===== config.mk =====
export PLATFORM = sky130hd
export DESIGN_NAME = wb_trace_monitor
export DESIGN_NICKNAME = d
export VERILOG_FILES = /design/src/rtl/wb_mon_pkg.sv /design/src/rtl/wb_trace_fifo.sv /design/src/rtl/wb_trace_monitor.sv
export SDC_FILE = /design/constraint.sdc
export NUM_CORES = 2
export LEC_CHECK = 0
export ABC_AREA = 1
export CORE_MARGIN = 5
export CORE_UTILIZATION = 35
export CTS_BUF_LIST = sky130_fd_sc_hd__clkbuf_16
export DETAILED_ROUTE_END_ITERATION = 7
export MAX_ROUTING_LAYER = met4
export PLACE_DENSITY_LB_ADDON = 0.1
export SETUP_SLACK_MARGIN = 0.1
export SLEW_MARGIN = 20
export SYNTH_ARGS = -nofsm -noshare
export SYNTH_HDL_FRONTEND = slang
export SYNTH_HIERARCHICAL = 1
export SYNTH_SLANG_ARGS = --single-unit

===== constraint.sdc =====
create_clock -name reloj -period 6.5 [get_ports reloj]
set_input_delay 0.975 -clock reloj [delete_from_list [all_inputs] [get_ports reloj]]
set_output_delay 0.975 -clock reloj [all_outputs]
set_load 0.005 [all_outputs]

===== src/rtl/wb_mon_pkg.sv =====
// rtl/wb_mon_pkg.sv - shared constants and helpers for the write-back trace monitor
package wb_mon_pkg;

   localparam int DEF_NCH = 2;
   localparam int DEF_DW  = 32;
   localparam int DEF_AW  = 5;
   localparam int DEF_TSW = 16;
   localparam int CHW     = 2;

   // Trace entry layout, MSB first: {channel, address, data, timestamp}
   function automatic int entry_w(input int aw, input int dw, input int tsw);
      return CHW + aw + dw + tsw;
   endfunction

   localparam int ENTRY_W = CHW + DEF_AW + DEF_DW + DEF_TSW;

   function automatic int clog2(input int n);
      int r;
      r = 0;
      while ((1 << r) < n) r++;
      return r;
   endfunction

endpackage


===== src/rtl/wb_trace_fifo.sv =====
// rtl/wb_trace_fifo.sv - multi-push, single-pop trace FIFO
// A pop on the same edge frees its slot for that edge's pushes.
module wb_trace_fifo
   import wb_mon_pkg::*;
#(
   parameter int NCH   = DEF_NCH,
   parameter int DEPTH = 8,
   parameter int EW    = ENTRY_W
)(
   input  logic                    clk,
   input  logic                    rst_n,
   input  logic [NCH-1:0]          push_i,
   input  logic [NCH*EW-1:0]       push_data_i,
   input  logic                    pop_i,
   output logic [EW-1:0]           head_o,
   output logic [clog2(DEPTH):0]   level_o,
   output logic [clog2(DEPTH):0]   free_o
);
   localparam int PW = clog2(DEPTH);
   localparam int LW = PW + 1;

   logic [EW-1:0]  mem_q [DEPTH];
   logic [PW-1:0]  rd_q, rd_d, wr_q, wr_d;
   logic [LW-1:0]  level_q, level_d, nacc;
   logic [NCH-1:0] wen;
   logic [PW-1:0]  waddr [NCH];
   logic           pop;

   assign pop    = pop_i && (level_q != '0);
   assign free_o = LW'(DEPTH) - level_q + LW'(pop);

   // Accepted pushes are packed into consecutive slots in channel order
   always_comb begin
      nacc = '0;
      for (int c = 0; c < NCH; c++) begin
         wen[c]   = 1'b0;
         waddr[c] = wr_q + PW'(nacc);
         if (push_i[c] && (nacc < free_o)) begin
            wen[c] = 1'b1;
            nacc   = nacc + LW'(1);
         end
      end
      level_d = level_q + nacc - LW'(pop);
      wr_d    = wr_q + PW'(nacc);
      rd_d    = rd_q + PW'(pop);
   end

   always_ff @(posedge clk or negedge rst_n) begin
      if (!rst_n) begin
         rd_q    <= '0;
         wr_q    <= '0;
         level_q <= '0;
      end else begin
         rd_q    <= rd_d;
         wr_q    <= wr_d;
         level_q <= level_d;
      end
   end

   always_ff @(posedge clk) begin
      for (int c = 0; c < NCH; c++)
         if (wen[c]) mem_q[waddr[c]] <= push_data_i[c*EW +: EW];
   end

   assign head_o  = (level_q != '0) ? mem_q[rd_q] : '0;
   assign level_o = level_q;

endmodule


===== src/rtl/wb_trace_monitor.sv =====
// rtl/wb_trace_monitor.sv - write-back monitor with shadow register file and trace FIFO
module wb_trace_monitor
   import wb_mon_pkg::*;
#(
   parameter int NCH      = DEF_NCH,
   parameter int DW       = DEF_DW,
   parameter int AW       = DEF_AW,
   parameter int PCW      = 32,
   parameter int PC_START = 12,
   parameter int DEPTH    = 8,
   parameter int TSW      = DEF_TSW,
   parameter int ZERO_REG = 1
)(
   input  logic                    reloj,
   input  logic                    resetM,
   input  logic [PCW-1:0]          pc,
   input  logic [NCH-1:0]          wr_n,
   input  logic [NCH*AW-1:0]       wr_addr,
   input  logic [NCH*DW-1:0]       wr_data,
   input  logic [AW-1:0]           rd_addr,
   output logic [DW-1:0]           rd_data,
   output logic                    trace_valid,
   input  logic                    trace_ready,
   output logic [1:0]              trace_ch,
   output logic [AW-1:0]           trace_addr,
   output logic [DW-1:0]           trace_data,
   output logic [TSW-1:0]          trace_ts,
   output logic [clog2(DEPTH):0]   fifo_level,
   output logic [7:0]              ovf_count,
   output logic                    conflict
);
   localparam int EW = entry_w(AW, DW, TSW);
   localparam int LW = clog2(DEPTH) + 1;

   logic [TSW-1:0]    ts_q, ts_d;
   logic [7:0]        ovf_q, ovf_d;
   logic              conflict_q, conflict_d;
   logic [DW-1:0]     shadow_q [2**AW];
   logic [DW-1:0]     shadow_d [2**AW];
   logic [NCH-1:0]    qual;
   logic [NCH*EW-1:0] push_data;
   logic [EW-1:0]     head;
   logic [LW-1:0]     free;
   logic [LW-1:0]     level;
   logic [LW-1:0]     npush;
   logic [LW-1:0]     dropped;
   logic [8:0]        ovf_sum;

   assign qual = (pc >= PCW'(PC_START)) ? ~wr_n : '0;

   // Ascending channel order: the highest channel wins an address collision
   always_comb begin
      shadow_d   = shadow_q;
      conflict_d = 1'b0;
      npush      = '0;
      push_data  = '0;
      for (int c = 0; c < NCH; c++) begin
         push_data[c*EW +: EW] = {2'(c), wr_addr[c*AW +: AW], wr_data[c*DW +: DW], ts_q};
         if (qual[c]) begin
            npush = npush + LW'(1);
            if (ZERO_REG == 0 || wr_addr[c*AW +: AW] != '0)
               shadow_d[wr_addr[c*AW +: AW]] = wr_data[c*DW +: DW];
            for (int b = 0; b < c; b++)
               if (qual[b] && (wr_addr[b*AW +: AW] == wr_addr[c*AW +: AW]))
                  conflict_d = 1'b1;
         end
      end
      dropped = (npush > free) ? (npush - free) : '0;
      ovf_sum = {1'b0, ovf_q} + 9'(dropped);
      ovf_d   = ovf_sum[8] ? 8'hFF : ovf_sum[7:0];
      ts_d    = ts_q + TSW'(1);
   end

   always_ff @(posedge reloj or negedge resetM) begin
      if (!resetM) begin
         ts_q       <= '0;
         ovf_q      <= '0;
         conflict_q <= 1'b0;
         for (int i = 0; i < 2**AW; i++) shadow_q[i] <= '0;
      end else begin
         ts_q       <= ts_d;
         ovf_q      <= ovf_d;
         conflict_q <= conflict_d;
         shadow_q   <= shadow_d;
      end
   end

   wb_trace_fifo #(
      .NCH   (NCH),
      .DEPTH (DEPTH),
      .EW    (EW)
   ) u_fifo (
      .clk         (reloj),
      .rst_n       (resetM),
      .push_i      (qual),
      .push_data_i (push_data),
      .pop_i       (trace_ready),
      .head_o      (head),
      .level_o     (level),
      .free_o      (free)
   );

   assign rd_data = shadow_q[rd_addr];
   assign {trace_ch, trace_addr, trace_data, trace_ts} = head;
   assign trace_valid = (level != '0);
   assign fifo_level  = level;
   assign ovf_count   = ovf_q;
   assign conflict    = conflict_q;

endmodule


==> reports/summary.txt <==
status: complete, but fails checks
failing checks: design-rule violations
cell area after placement: 0.0962 mm²
maximum number of pins on one net before global-route repair: 189
final worst path period share: 83.6%
Setup violations, final: 0
Req. time, crit path: 5.52 ns
RSZ-0062 raised after global routing: no
capturing point of the worst reg2reg path: u_fifo/mem_q[2][52]
area delta synth->final: 10.7%
transition time of the tightest slew-check pin: 1.31 ns
worst slack at placement: 1.02 ns
path depth of the worst reg2reg path: 21
wire length of the first global-routing pass: 653000 µm
number of enable flip-flop cells after synthesis: 440
Slew HR: 12.5%
final hold slack: 0.152 ns
Synth top area share: 28.8%
vias in the first global route: 86400
reported net switching power: 15.2 mW
top cells by count, synth: sky130_fd_sc_hd__nand2_1 (4972), sky130_fd_sc_hd__o21ai_0 (1339), sky130_fd_sc_hd__dfrtp_1 (1059)
top_reg_cell synth: sky130_fd_sc_hd__dfrtp_1
Worst IR Drop VDD: 523 µV
clock tree from TritonCTS: done
overflow left after global routing: 0
Setup WS post-layout: 1.07 ns
nets: 13000
clock latency of the later-clocked register in the worst-skew pair: 0.87 ns
max-slew violation total from the final report: 0
max-cap viol count: 0
Synth Cell Area: 0.0921 mm²
cell types occupying the most area after synthesis: sky130_fd_sc_hd__dfrtp_1 (29%), sky130_fd_sc_hd__nand2_1 (20%), sky130_fd_sc_hd__edfxtp_1 (14%), sky130_fd_sc_hd__o21ai_0 (7.3%), sky130_fd_sc_hd__nand3_1 (5.0%)
worst setup skew after layout: 0.0306 ns
number of fill cells in the layout: 27300
routed len/inst: 28.1 µm
most instantiated library cell after synthesis: sky130_fd_sc_hd__nand2_1
Overall Global Routing Usage: 33.6%
final number of hold-violating endpoints: 0
clock tree root buffer cell: sky130_fd_sc_hd__clkbuf_16
length of the first detailed-routing pass in iterations: 8
leading area contributor after synthesis: sky130_fd_sc_hd__dfrtp_1
post-cts repair resize count: 0
part of the total power dissipated in the clock network: 26.7%
Distinct cells, synth: 45
Total Routed Length: 463000 µm
number of cells after detailed placement: 16100
final RePlAce weighted congestion: 0.935
highest fanout seen on the critical path: 57
Crit Path Class: in2out
min Tclk post-route: 5.43 ns
type of the worst min-delay path: in2async
CP arrival: 4.46 ns
leakage: 50.3 nW
synthesis warning total: 6
portion of the post-synthesis area used by sequential elements: 43.1%
footprint of the multi-input gates: 0.0431 mm²
proportion of power drawn by flip-flops and latches: 36.8%
register cell area after layout: 0.0397 mm²
initial standard-cell utilization of the core: 35.1%
DRC marker count from the first detailed-route iteration: 12100
core outline area: 0.262 mm²
vias per std cell: 5.71
internal power: 22.1 mW
setup tns final: 0 ns
Async S/R FF share, synth: 70.6%
Post-CTS Repair Setup Buffers: 0
count of boundary I/O pins: 217
count of input and output buffers: 214
Register-to-Register Setup Slack: 1.53 ns
buffer levels on the longest clock path: 3
level count of the clock H-tree: 4
number of cell rows: 188
DR DRC count: 1
clock buffer count from CTS: 186
total die area: 0.273 mm²
switching portion of total power: 40.7%
sort of element at the start of the critical path: primary input
number of sinks driven by the clock tree: 1499
power share of the combinational group: 36.5%
Final Cell Area: 0.102 mm²
cts hold-fix bufs: 0
timing-limited maximum frequency: 0.184 GHz
Layout Utilization: 38.9%
launching point of the worst reg2reg path: u_fifo/level_o[2]
Worst-path clk slew: 0.06 ns
fraction of layout cells with a size suffix above 1: 5.72%
ANT nets after route: 0
total power consumption of the routed design: 37.3 mW
type of element capturing the critical path: primary output
number of antenna violations at the first check in global routing: 39
number of flip-flops and latches in the synthesized netlist: 1499
post-route insts no fill: 16500
total via count after detailed routing: 94300
Die Wd: 523 µm
syn_area_per_cell: 6.91 µm²
Die Y-Extent: 523 µm
post-detail-place hpwl: 271000 µm
number of cells produced by synthesis: 13300
power per unit of standard cell area: 366 mW/mm²
-- cells in the final DEF (no fill, tap or decap), drive strengths merged, types with 5 or more instances in the layout --
| master | netlist | final |
|---|---|---|
| a211oi | 33 | 33 |
| xnor2 | 8 | 8 |
| nor3 | 6 | 6 |
| xor2 | 14 | 14 |
| buf | 549 | 404 |
| nor2 | 921 | 921 |
| o21ai | 1416 | 1416 |
| conb | 2 | 5 |
| a21oi | 159 | 159 |
| o221ai | 112 | 112 |
| diode | 0 | 24 |
| o211ai | 70 | 70 |
| nand4 | 681 | 681 |
| or2 | 16 | 16 |
| nand3 | 925 | 925 |
| mux2i | 9 | 9 |
| dfrtp | 1059 | 1059 |
| nand2 | 4974 | 4974 |
| edfxtp | 440 | 440 |
| ha | 22 | 22 |
| o21a | 5 | 5 |
| o21bai | 141 | 141 |
| clkdlybuf4s50 | 0 | 173 |
| inv | 1003 | 1073 |
| clkbuf | 728 | 188 |
| o22ai | 5 | 5 |
| o2bb2ai | 7 | 7 |
| clkinv | 12 | 86 |
-- registers in the layout (all words and copies together), names as in the netlist --
signal	count
u_fifo/rd_q	3
u_fifo/wr_q	3
conflict	1
u_fifo/mem_q	440
ovf_count	8
u_fifo/level_o	4
ts_q	16
shadow_q	1024
-- critical path, stage by stage --
cell and delay [ns]:
sky130_fd_sc_hd__buf_6 0.51, sky130_fd_sc_hd__inv_6 0.39, sky130_fd_sc_hd__buf_4 0.44, sky130_fd_sc_hd__o21ai_0 0.75, sky130_fd_sc_hd__nand2_1 0.13, sky130_fd_sc_hd__nand2_1 0.11
sky130_fd_sc_hd__nand2_1 0.14, sky130_fd_sc_hd__nand2_1 0.19, sky130_fd_sc_hd__clkdlybuf4s50_1 0.53
-- logic make-up (layout without fill, tap and decap cells) --
group / after synthesis / after routing / synth area share, %
other: 2 / 29 / 0.00816
and+or+nand+nor: 7531 / 7531 / 34.0
AOI/OAI and AO/OA: 1948 / 1948 / 11.8
adders and majority gates: 26 / 26 / 0.386
muxes: 9 / 9 / 0.0979
DFF: 1499 / 1499 / 43.1
buffers and inverters: 2292 / 1928 / 10.4
xor gates and xnor gates: 22 / 22 / 0.209
-- power groups by stage --
stage | combinational, mW | sequential [mW] | clock [mW]
after global routing | 14.9 | 14.0 | 10.5
after floorplan | 8.37 | 13.7 | 0
after global placement | 13.3 | 13.8 | 0
after CTS | 13.5 | 13.7 | 10.1
final | 13.6 | 13.7 | 9.98
after detailed placement | 13.5 | 13.9 | 0
-- worst max path at each step --
stage	cells after the start	to	startpoint
6_report	9	rd_data[30]	rd_addr[2]
5_1_grt	10	rd_data[26]	rd_addr[0]
4_1_cts	10	rd_data[26]	rd_addr[0]
3_5_place_dp	17	u_fifo/mem_q[2][6]	trace_ready
3_3_place_gp	17	u_fifo/mem_q[2][13]	pc[13]
2_1_floorplan	10	u_fifo/mem_q[0][0]	pc[3]
-- routing by layer --
layer  track usage [%]  wire length [µm]
met4              18.8             30700
met2              49.5            200000
met1              43.3            188000
met3              6.75             44700
met5                 -                 0
-- area by class of cell --
cell class	count	area share (%)
multi-input combinational	9541	42.3
clock inverter	148	0.887
clock buffer	188	4.61
timing repair buffer	577	5.09
sequential	1499	39.0
tap	3515	4.31
antenna	24	0.0589
inverter	1015	3.76
(Power assumes the default switching activity.)
